==> src/rtl/sha256_pkg.sv <==
// Shared definitions for the SHA-256 controller, message expansion and compression:
// state codes decoded by ME/MC, block geometry and the initial hash values.
package sha256_pkg;

    typedef enum logic [2:0] {
        ST_IDLE = 3'b000,
        ST_LOAD = 3'b001,
        ST_PREP = 3'b010,
        ST_COMP = 3'b011,
        ST_OUT  = 3'b100
    } state_e;

    localparam int NUM_MSG_WORDS    = 16;
    localparam int NUM_ROUNDS       = 64;
    localparam int NUM_DIGEST_WORDS = 8;

    function automatic logic [31:0] h_init(input logic [2:0] idx);
        case (idx)
            3'd0:    h_init = 32'h6a09e667;
            3'd1:    h_init = 32'hbb67ae85;
            3'd2:    h_init = 32'h3c6ef372;
            3'd3:    h_init = 32'ha54ff53a;
            3'd4:    h_init = 32'h510e527f;
            3'd5:    h_init = 32'h9b05688c;
            3'd6:    h_init = 32'h1f83d9ab;
            default: h_init = 32'h5be0cd19;
        endcase
    endfunction

endpackage

==> src/rtl/sha256_round_cnt.sv <==
// Word/round/digest index counter with clear, load, enable and a terminal-count flag.
// Clear has priority over load, load over enable.
module sha256_round_cnt
    import sha256_pkg::*;
#(
    parameter int CNT_WIDTH = 7
) (
    input  logic                 clk,
    input  logic                 rst,
    input  logic                 clr_i,
    input  logic                 load_i,
    input  logic [CNT_WIDTH-1:0] load_val_i,
    input  logic                 en_i,
    input  logic [CNT_WIDTH-1:0] tc_val_i,
    output logic [CNT_WIDTH-1:0] count_o,
    output logic                 tc_o
);

    logic [CNT_WIDTH-1:0] count_q, count_d;

    always_comb begin
        count_d = count_q;
        if (clr_i) begin
            count_d = '0;
        end else if (load_i) begin
            count_d = load_val_i;
        end else if (en_i) begin
            count_d = count_q + CNT_WIDTH'(1);
        end
    end

    always_ff @(posedge clk) begin
        // NOTE: sequential state is updated with non-blocking assignments only.
        if (rst) begin
            count_q <= '0;
        end else begin
            count_q <= count_d;
        end
    end

    assign count_o = count_q;
    assign tc_o    = (count_q == tc_val_i);

    // The sequencer always clears at a terminal count, so the index never passes the last round.
    a_no_wrap: assert property (@(posedge clk) disable iff (rst)
        count_q <= CNT_WIDTH'(NUM_ROUNDS - 1));

endmodule

==> src/rtl/sha256_core_ctrl.sv <==
// SHA-256 top-level sequencer: LOAD 16 words, PREP, 64 COMP rounds, stream 8 digest words.
// Optional perf counters are built when SHA256_CTRL_PERF_EN is defined.
module sha256_core_ctrl
    import sha256_pkg::*;
#(
    parameter int DATA_WIDTH = 32,
    parameter int CNT_WIDTH  = 7
) (
    input  logic                  clk,
    input  logic                  rst,
    input  logic                  start_in,
    input  logic                  abort_in,
    input  logic                  msg_valid_in,
    input  logic [DATA_WIDTH-1:0] msg_data_in,
    output logic                  msg_ready_out,
    output logic [DATA_WIDTH-1:0] me_data_out,
    output logic                  me_we_out,
    output logic [2:0]            FSM_core_out,
    output logic [CNT_WIDTH-1:0]  core_count_out,
    input  logic [DATA_WIDTH-1:0] mc_data_in,
    output logic                  dig_valid_out,
    input  logic                  dig_ready_in,
    output logic [DATA_WIDTH-1:0] dig_data_out,
    output logic                  busy_out,
`ifdef SHA256_CTRL_PERF_EN
    output logic [15:0]           perf_blocks_out,
    output logic [15:0]           perf_stall_out,
`endif
    output logic                  done_out
);

    state_e                state_q, state_d;
    logic [DATA_WIDTH-1:0] me_data_q, me_data_d;
    logic                  me_we_q, me_we_d;
    logic                  done_q, done_d;
    logic                  cnt_clr, cnt_en, cnt_tc;
    logic [CNT_WIDTH-1:0]  cnt_tc_val, cnt_value;

    sha256_round_cnt #(
        .CNT_WIDTH (CNT_WIDTH)
    ) u_round_cnt (
        .clk        (clk),
        .rst        (rst),
        .clr_i      (cnt_clr),
        .load_i     (1'b0),
        .load_val_i ('0),
        .en_i       (cnt_en),
        .tc_val_i   (cnt_tc_val),
        .count_o    (cnt_value),
        .tc_o       (cnt_tc)
    );

    always_comb begin
        // NOTE: every signal gets a default first so no latch is inferred.
        state_d    = state_q;
        me_data_d  = me_data_q;
        me_we_d    = 1'b0;
        done_d     = 1'b0;
        cnt_clr    = 1'b0;
        cnt_en     = 1'b0;
        cnt_tc_val = CNT_WIDTH'(NUM_MSG_WORDS - 1);

        case (state_q)
            ST_IDLE: begin
                cnt_clr = 1'b1;
                if (start_in) state_d = ST_LOAD;
            end
            ST_LOAD: begin
                if (abort_in) begin
                    state_d = ST_IDLE;
                    cnt_clr = 1'b1;
                end else if (msg_valid_in) begin
                    me_data_d = msg_data_in;
                    me_we_d   = 1'b1;
                    if (cnt_tc) begin
                        state_d = ST_PREP;
                        cnt_clr = 1'b1;
                    end else begin
                        cnt_en = 1'b1;
                    end
                end
            end
            ST_PREP: begin
                cnt_clr = 1'b1;
                state_d = abort_in ? ST_IDLE : ST_COMP;
            end
            ST_COMP: begin
                cnt_tc_val = CNT_WIDTH'(NUM_ROUNDS - 1);
                if (abort_in) begin
                    state_d = ST_IDLE;
                    cnt_clr = 1'b1;
                end else if (cnt_tc) begin
                    state_d = ST_OUT;
                    cnt_clr = 1'b1;
                end else begin
                    cnt_en = 1'b1;
                end
            end
            ST_OUT: begin
                cnt_tc_val = CNT_WIDTH'(NUM_DIGEST_WORDS - 1);
                // Abort outranks the final handshake, so no done pulse follows it.
                if (abort_in) begin
                    state_d = ST_IDLE;
                    cnt_clr = 1'b1;
                end else if (dig_ready_in) begin
                    if (cnt_tc) begin
                        state_d = ST_IDLE;
                        cnt_clr = 1'b1;
                        done_d  = 1'b1;
                    end else begin
                        cnt_en = 1'b1;
                    end
                end
            end
            default: begin
                state_d = ST_IDLE;
                cnt_clr = 1'b1;
            end
        endcase
    end

    always_ff @(posedge clk) begin
        if (rst) begin
            state_q   <= ST_IDLE;
            me_data_q <= '0;
            me_we_q   <= 1'b0;
            done_q    <= 1'b0;
        end else begin
            state_q   <= state_d;
            me_data_q <= me_data_d;
            me_we_q   <= me_we_d;
            done_q    <= done_d;
        end
    end

    assign FSM_core_out   = state_q;
    assign core_count_out = cnt_value;
    assign msg_ready_out  = (state_q == ST_LOAD);
    assign me_data_out    = me_data_q;
    assign me_we_out      = me_we_q;
    assign dig_valid_out  = (state_q == ST_OUT);
    assign dig_data_out   = mc_data_in;
    assign busy_out       = (state_q != ST_IDLE);
    assign done_out       = done_q;

`ifdef SHA256_CTRL_PERF_EN
    logic [15:0] perf_blocks_q, perf_stall_q;

    always_ff @(posedge clk) begin
        if (rst) begin
            perf_blocks_q <= '0;
            perf_stall_q  <= '0;
        end else begin
            if (done_q && (perf_blocks_q != 16'hFFFF)) begin
                perf_blocks_q <= perf_blocks_q + 16'd1;
            end
            if ((state_q == ST_OUT) && !dig_ready_in && (perf_stall_q != 16'hFFFF)) begin
                perf_stall_q <= perf_stall_q + 16'd1;
            end
        end
    end

    assign perf_blocks_out = perf_blocks_q;
    assign perf_stall_out  = perf_stall_q;
`endif

endmodule

==> config.mk <==
export PLATFORM = sky130hd
export DESIGN_NAME = sha256_core_ctrl
export DESIGN_NICKNAME = d
export VERILOG_FILES = /design/src/rtl/sha256_pkg.sv /design/src/rtl/sha256_round_cnt.sv /design/src/rtl/sha256_core_ctrl.sv
export SDC_FILE = /design/constraint.sdc
export NUM_CORES = 1
export LEC_CHECK = 0
export CORE_MARGIN = 8
export CORE_UTILIZATION = 35
export CTS_CLUSTER_SIZE = 28
export DETAILED_ROUTE_END_ITERATION = 10
export PLACE_DENSITY = 0.81
export SETUP_SLACK_MARGIN = 0.05
export SKIP_LAST_GASP = 1
export SLEW_MARGIN = 20
export SYNTH_ARGS = -nofsm -noshare
export SYNTH_HDL_FRONTEND = slang
export SYNTH_SLANG_ARGS = --single-unit
==> constraint.sdc <==
create_clock -name clk -period 2.6 [get_ports clk]
set_clock_uncertainty 0.2 [all_clocks]
set_input_delay 0.52 -clock clk [delete_from_list [all_inputs] [get_ports clk]]
set_output_delay 0.52 -clock clk [all_outputs]
set_load 0.02 [all_outputs]
Word level (Yosys, flattened, before mapping)

Index checks and enable logic that the tools add are counted.

Flip-flop bits (word level): 44
Latch bits: 0
RAM bits: 0
Bits in read-only memories: 0
Input port bits: 70
Output and inout port bits: 79
Logic and storage cells: 54
Memories: 0

$add $sub $neg: 1
$mul: 0
Divide/modulo/power cells: 0
$lt $le $gt $ge: 0
Equality and inequality tests: 11
Shifts and indexed selects: 0
Multiplexer cells: 27
Bitwise gates (word level): 3
Reductions and logical operators: 7

Operators by type and width:

| operator              | count |
|---|---|
| $mux W3               | 9 |
| $pmux W3 S5           | 1 |
| $mux W1               | 13 |
| $pmux W6 S2           | 1 |
| $ne A3 B2 Y1 const B  | 3 |
| $add A7 B1 Y7 const B | 1 |
| $eq A7 B6 Y1          | 1 |
| $eq A3 B2 Y1 const B  | 2 |
| $ne A3 B3 Y1 const B  | 2 |
| $pmux W1 S3           | 2 |
| $reduce_and A6 Y1     | 1 |
| $reduce_or A3 Y1      | 2 |
| $eq A3 B1 Y1 const B  | 1 |
| $eq A3 B3 Y1 const B  | 1 |
| $logic_not A3 Y1      | 1 |
| $not A1 Y1            | 3 |
| $reduce_and A3 Y1     | 1 |
| $reduce_bool A3 Y1    | 1 |
| $mux W2               | 1 |
| $ne A2 B2 Y1 const B  | 1 |
| $reduce_or A2 Y1      | 1 |

Logic depth before layout (Yosys ltp)

Gate-level depths: netlist of run 1.

Depth in word-level cells: 8
Depth in mapped cells: 8

Cells and area by module

From an unflattened synthesis of run 1, not the netlist that was laid out.

Cells, all modules: 260
Area, all modules: 2413.6 um^2

Modules (own cells, without submodules):

| module           | instances | cells each | area each (um^2) | sequential area each (um^2) |
|---|---|---|---|---|
| sha256_core_ctrl | 1         | 209        | 1981.9           | 740.7 |
| sha256_round_cnt | 1         | 51         | 431.7            | 140.1 |

Least setup slack after synthesis of run 1

OpenSTA, ideal clock, no wires.

Path kind: register to register
Start: register state_q[2], in the netlist FSM_core_out[2]
End: register state_q[2], in the netlist FSM_core_out[2]
Data arrival time: 2.216 ns
Slack: 0.063 ns
Cell stages (with the launch flop): 6
Path buffers: 0
Clock period less this slack: 2.537 ns
Path through: dfxtp_1 -> nor3b_1 -> mux2i_1 -> nor3_1 -> or3_4 -> mux2_4

Word-level cells in the longest chain between the ends: 5
Elaborated cells between the ends (all ways): 15
Those cells by class: eq/ne (11); mux (2); reduce/logical (2)

RTL lines:

| item                                                   | line                    | RTL |
|---|---|---|
| from (decl)                                            | sha256_core_ctrl.sv:32  | `state_e state_q, state_d;` |
| from (signal assigned)                                 | sha256_core_ctrl.sv:129 | `state_q <= state_d;` |
| $eq A3 B3 Y1 (*)                                       | n/a                     |  |
| net dig_valid_out                                      | sha256_core_ctrl.sv:21  | `output logic dig_valid_out,` |
| $pmux W6 S2                                            | sha256_core_ctrl.sv:63  | `case (state_q)` |
| $eq A7 B6 Y1                                           | sha256_round_cnt.sv:42  | `assign tc_o = (count_q == tc_val_i);` |
| $ne A3 B3 Y1 (no line) or $ne A3 B2 Y1 (tied branches) | n/a                     |  |
| $reduce_and A6 Y1 (no line)                            | n/a                     |  |

The timed path passes the listed nets; every way through them passes the cells marked *.
A chain may end at the register's enable or synchronous reset.

Final worst setup path of run 1

Start: register state_q[1], in the netlist FSM_core_out[1]
End: output port busy_out

Word-level cells in the longest chain between the ends: 1

RTL lines:

| item               | line                    | RTL |
|---|---|---|
| $reduce_bool A3 Y1 | sha256_core_ctrl.sv:143 | `assign busy_out = (state_q != ST_IDLE);` |
| to (decl)          | sha256_core_ctrl.sv:24  | `output logic busy_out,` |

Every way passes these cells.

==> tab_implementation.tex, run 1 <==
\begin{tabular}{lr}
\hline
Metric & Value \\
\hline
\multicolumn{2}{l}{\textbf{STA}} \\
Hold violation count in the final report & 0 \\
Final Setup Violations & 0 \\
Slew headroom & 79.9\% \\
Worst-case hold slack & 254 ps \\
Final sum of negative setup slack & 0 ps \\
Count of final max-slew check failures & 0 \\
RSZ-0062 raised after global routing & false \\
Period minus WS final & 2410 ps \\
Slew of the pin with the lowest slew margin & 298 ps \\
Worst Slack Setup Final & 193 ps \\
Fmax & 416 MHz \\
Share of the clock period used by the worst path & 92.6\% \\
\multicolumn{2}{l}{\textbf{Setup path}} \\
Endpoint type of the worst setup path & output port \\
CP Max Fanout & 8 \\
Start of the worst register-to-register path & FSM\_core\_out[0] \\
Slowest cell on the critical path & sky130\_fd\_sc\_hd\_\_clkdlybuf4s50\_1 \\
Path type of the worst setup path & reg2out \\
Crit-path cells & buf\_4, nor2\_1, nand2\_1, clkdlybuf4s50\_1 \\
Total buffers and inverters traversed by the critical path & 2 \\
Crit path largest cell delay & 590 ps \\
Top Family by Delay on Critical Path & buffers and inverters \\
Depth of the worst register-to-register path & 6 \\
Crit Reg-Reg Endpoint & FSM\_core\_out[2] \\
Required time of the worst setup path & 1880 ps \\
Data arrival, critical path & 1690 ps \\
Startpoint Class & flop \\
FF-to-FF setup slack & 420 ps \\
\multicolumn{2}{l}{\textbf{Power and ir drop}} \\
Maximum ir drop on the vdd rail & 0.000234 V \\
Reported leakage power & 1.02 nW \\
Total power divided by cell area & 488 nW/um\^{}2 \\
\multicolumn{2}{l}{\textbf{Global routing}} \\
First-pass GRT wire length & 9.18 mm \\
Antenna violations before repair & 0 \\
Vias in the first global route & 1906 \\
Global router's overall resource usage & 12.8\% \\
Global-route congestion overflow total & 0 \\
Maximum number of pins on one net before global-route repair & 34 \\
\multicolumn{2}{l}{\textbf{CTS}} \\
Buffer levels on the longest clock path & 2 \\
Clock Sink Count & 44 \\
Clock root buffer & sky130\_fd\_sc\_hd\_\_clkbuf\_8 \\
Number of buffers added to fix hold violations after cts & 0 \\
Clock edge transition at the registers on the reported setup and hold paths & 80 ps \\
Num CTS Buffers & 5 \\
Clock tree from TritonCTS & built \\
H-tree depth & 2 \\
Skew-Pair Late Insertion Delay & 280 ps \\
\multicolumn{2}{l}{\textbf{Worst hold path}} \\
Min-delay worst type & reg2reg \\
End of the worst hold path & me\_data\_out[5] \\
Launch point of the worst hold path & me\_data\_out[5] \\
Hold Crit Depth & 2 \\
\multicolumn{2}{l}{\textbf{Placed design}} \\
Cells after DPL & 385 \\
Pre-CTS setup slack & 51.8 ps \\
Number of buffers added on ports & 84 \\
Placement Cell Area & 2790 um\^{}2 \\
Half-perimeter wire length after placement & 4.23 mm \\
Final weighted congestion of routability-driven global placement & 0.885 \\
\multicolumn{2}{l}{\textbf{Finish}} \\
Antenna diodes & 0 \\
Count of nets after finishing & 389 \\
Area of all placed cells without fillers & 2920 um\^{}2 \\
Share of cells above drive strength 1 & 8.46\% \\
Count of placed standard cells in the final layout, fillers left out & 394 \\
Area growth from synthesis to final layout & 39.4\% \\
Fillcell total & 553 \\
\multicolumn{2}{l}{\textbf{Status}} \\
Status & completed \\
\multicolumn{2}{l}{\textbf{Drt}} \\
Routed Wire Length & 5.62 mm \\
Via density & 4.78 \\
Avg WL per Cell & 14.3 um \\
First-pass DRT Iterations & 4 \\
Remaining number of nets flagged by the antenna check after routing & 0 \\
Vias after detailed routing & 1883 \\
First DRT Iteration DRCs & 64 \\
Final routed DRC violation total & 0 \\
\multicolumn{2}{l}{\textbf{Floorplan}} \\
Die extent in y & 93.4 um \\
Initial core utilization & 35.9\% \\
Core area & 5850 um\^{}2 \\
Number of rows created at floorplan & 28 \\
Width of the chip & 93.4 um \\
Top-Level Pins & 149 \\
Area of the die & 8730 um\^{}2 \\
\multicolumn{2}{l}{\textbf{Logic synthesis}} \\
Post-synth top area cell & sky130\_fd\_sc\_hd\_\_dfxtp\_1 \\
Top cells by area in the synthesized netlist & sky130\_fd\_sc\_hd\_\_dfxtp\_1 (42\%), sky130\_fd\_sc\_hd\_\_nand2\_1 (12\%), sky130\_fd\_sc\_hd\_\_buf\_4 (11\%) \\
Ys Warns & 0 \\
Asr flop ratio synth & 0\% \\
Net Count, Synth & 335 \\
Sequential share of the synthesized area & 42.0\% \\
Flop and latch count out of synthesis & 44 \\
Post-synth design cell area & 2100 um\^{}2 \\
Top cell type's share of synthesized area & 42.0\% \\
Mean area per synthesized cell & 7.95 um\^{}2 \\
Dominant synthesized flop cell & sky130\_fd\_sc\_hd\_\_dfxtp\_1 \\
Synthesized instance count & 264 \\
Number of enable flip-flop cells after synthesis & 0 \\
Most numerous cell types in the synthesized netlist & sky130\_fd\_sc\_hd\_\_nand2\_1 (69), sky130\_fd\_sc\_hd\_\_dfxtp\_1 (44), sky130\_fd\_sc\_hd\_\_a21oi\_1 (39) \\
Most frequently used cell type in the post-synthesis netlist & sky130\_fd\_sc\_hd\_\_nand2\_1 \\
Unique cell type count in the Yosys netlist & 41 \\
\multicolumn{2}{l}{\textbf{Job}} \\
Maximum capacitance violations & 0 \\
\hline
\end{tabular}
## worst reg2reg max path, stage by stage, from the launching register on
cell                      delay (ps)
sky130_fd_sc_hd__dfxtp_1         410
sky130_fd_sc_hd__buf_4           190
sky130_fd_sc_hd__or3b_1          370
sky130_fd_sc_hd__a21oi_2         160
sky130_fd_sc_hd__nor3_1           70
sky130_fd_sc_hd__or3_4           380
sky130_fd_sc_hd__mux2_4          300
## state kept, by name, summed over array words and instances, names as in the netlist
register	cells
FSM_core_out	3
done_out	1
me_data_out	32
me_we_out	1
u_round_cnt.count_o	7
## layout make-up
cell class,instances,area (um^2),share of cell area (%)
Inverter,3,11.3,0.385
Tap cell,75,93.8,3.21
Timing Repair Buffer,95,947,32.4
Clock buffer,6,82.6,2.82
Sequential cell,44,881,30.1
Clock inverter,2,38.8,1.33
Multi-Input combinational cell,169,870,29.7
## logic make-up (layout without fill, tap and decap cells)
logic type | after synthesis | count (layout) | synth area share, %
flip-flops | 44 | 44 | 42.0
multiplexers | 4 | 4 | 2.15
adder cells (fa/ha/maj) | 1 | 1 | 0.596
buffers and inverters | 51 | 106 | 16.8
XOR/XNOR | 1 | 1 | 0.417
AO/OA/AOI/OAI | 56 | 56 | 14.5
AND/OR/NAND/NOR | 107 | 107 | 23.6
## per-layer routing
metal,wire [um],up-vias,track usage [%],part of all wire [%]
met1,2210,849,14.4,39
met4,93,0,5.10,1.7
met3,646,13,4.89,11
met5,0,-,0,0
li1,-,947,-,-
met2,2670,74,21.4,48
## report_power, final
| part | leakage (nW) | total, mW | switching [mW] | internal [mW] |
|---|---|---|---|---|
| clock | 0.0614 | 0.540 | 0.226 | 0.314 |
| combinational | 0.601 | 0.190 | 0.0851 | 0.105 |
| sequential | 0.356 | 0.696 | 0.00798 | 0.688 |
| total | 1.02 | 1.43 | 0.319 | 1.11 |
## cell usage in the layout, fill, tap and decap left out, types with 2 or more instances in the layout
cell	synthesis	final
sky130_fd_sc_hd__clkdlybuf4s50_1	1	83
sky130_fd_sc_hd__nor2_1	11	11
sky130_fd_sc_hd__buf_4	32	9
sky130_fd_sc_hd__nand2_1	69	69
sky130_fd_sc_hd__dfxtp_1	44	44
sky130_fd_sc_hd__mux2i_1	3	3
sky130_fd_sc_hd__buf_12	0	2
sky130_fd_sc_hd__clkbuf_8	2	6
sky130_fd_sc_hd__o21ai_0	10	10
sky130_fd_sc_hd__nand3_1	4	4
sky130_fd_sc_hd__or3_1	5	5
sky130_fd_sc_hd__a21oi_1	39	39
sky130_fd_sc_hd__or3b_1	2	2
sky130_fd_sc_hd__inv_1	3	3
sky130_fd_sc_hd__nor3_1	2	2
sky130_fd_sc_hd__o211ai_1	2	2
## per-stage QoR
stage,power [mW],util (%)
after floorplan,0.866,-
after global placement,0.900,47.7
after detailed placement,0.904,47.7
after CTS,1.45,49.8
after global routing,1.50,50.0
final,1.43,50.0
## timing repair
action	in CTS	in global routing
gates resized for setup	1	1
gates cloned	0	0
setup endpoints to repair	1	5
pin swaps	0	1
setup buffers	0	1
## worst max path at each step
stage	slack, ps	cells past startpoint	endpoint	startpoint
after CTS	50	2	dig_valid_out	FSM_core_out[1]
final	190	4	busy_out	FSM_core_out[1]
after global routing	120	4	busy_out	FSM_core_out[1]
after floorplan	60	5	FSM_core_out[2]	FSM_core_out[2]
after detailed placement	50	7	u_round_cnt.count_o[3]	msg_valid_in
after global placement	80	6	FSM_core_out[2]	msg_valid_in
(Power assumes the default switching activity.)
==> inputs of run 2 (changes only) <==
--- a/config.mk
+++ b/config.mk
@@ -5,6 +5,7 @@
 export SDC_FILE = /design/constraint.sdc
 export NUM_CORES = 1
 export LEC_CHECK = 0
+export CAP_MARGIN = 30
 export CORE_MARGIN = 8
 export CORE_UTILIZATION = 35
 export CTS_CLUSTER_SIZE = 28
==> results of run 2 <==
The final DEF is identical to that of run 1; final timing and power are the same.
==> inputs of run 3 (changes only) <==
--- a/config.mk
+++ b/config.mk
@@ -5,6 +5,7 @@
 export SDC_FILE = /design/constraint.sdc
 export NUM_CORES = 1
 export LEC_CHECK = 0
+export ABC_CLOCK_PERIOD_IN_PS = 2600
 export CAP_MARGIN = 30
 export CORE_MARGIN = 8
 export CORE_UTILIZATION = 35
==> results of run 3 <==
The final DEF is identical to that of run 1; final timing and power are the same.
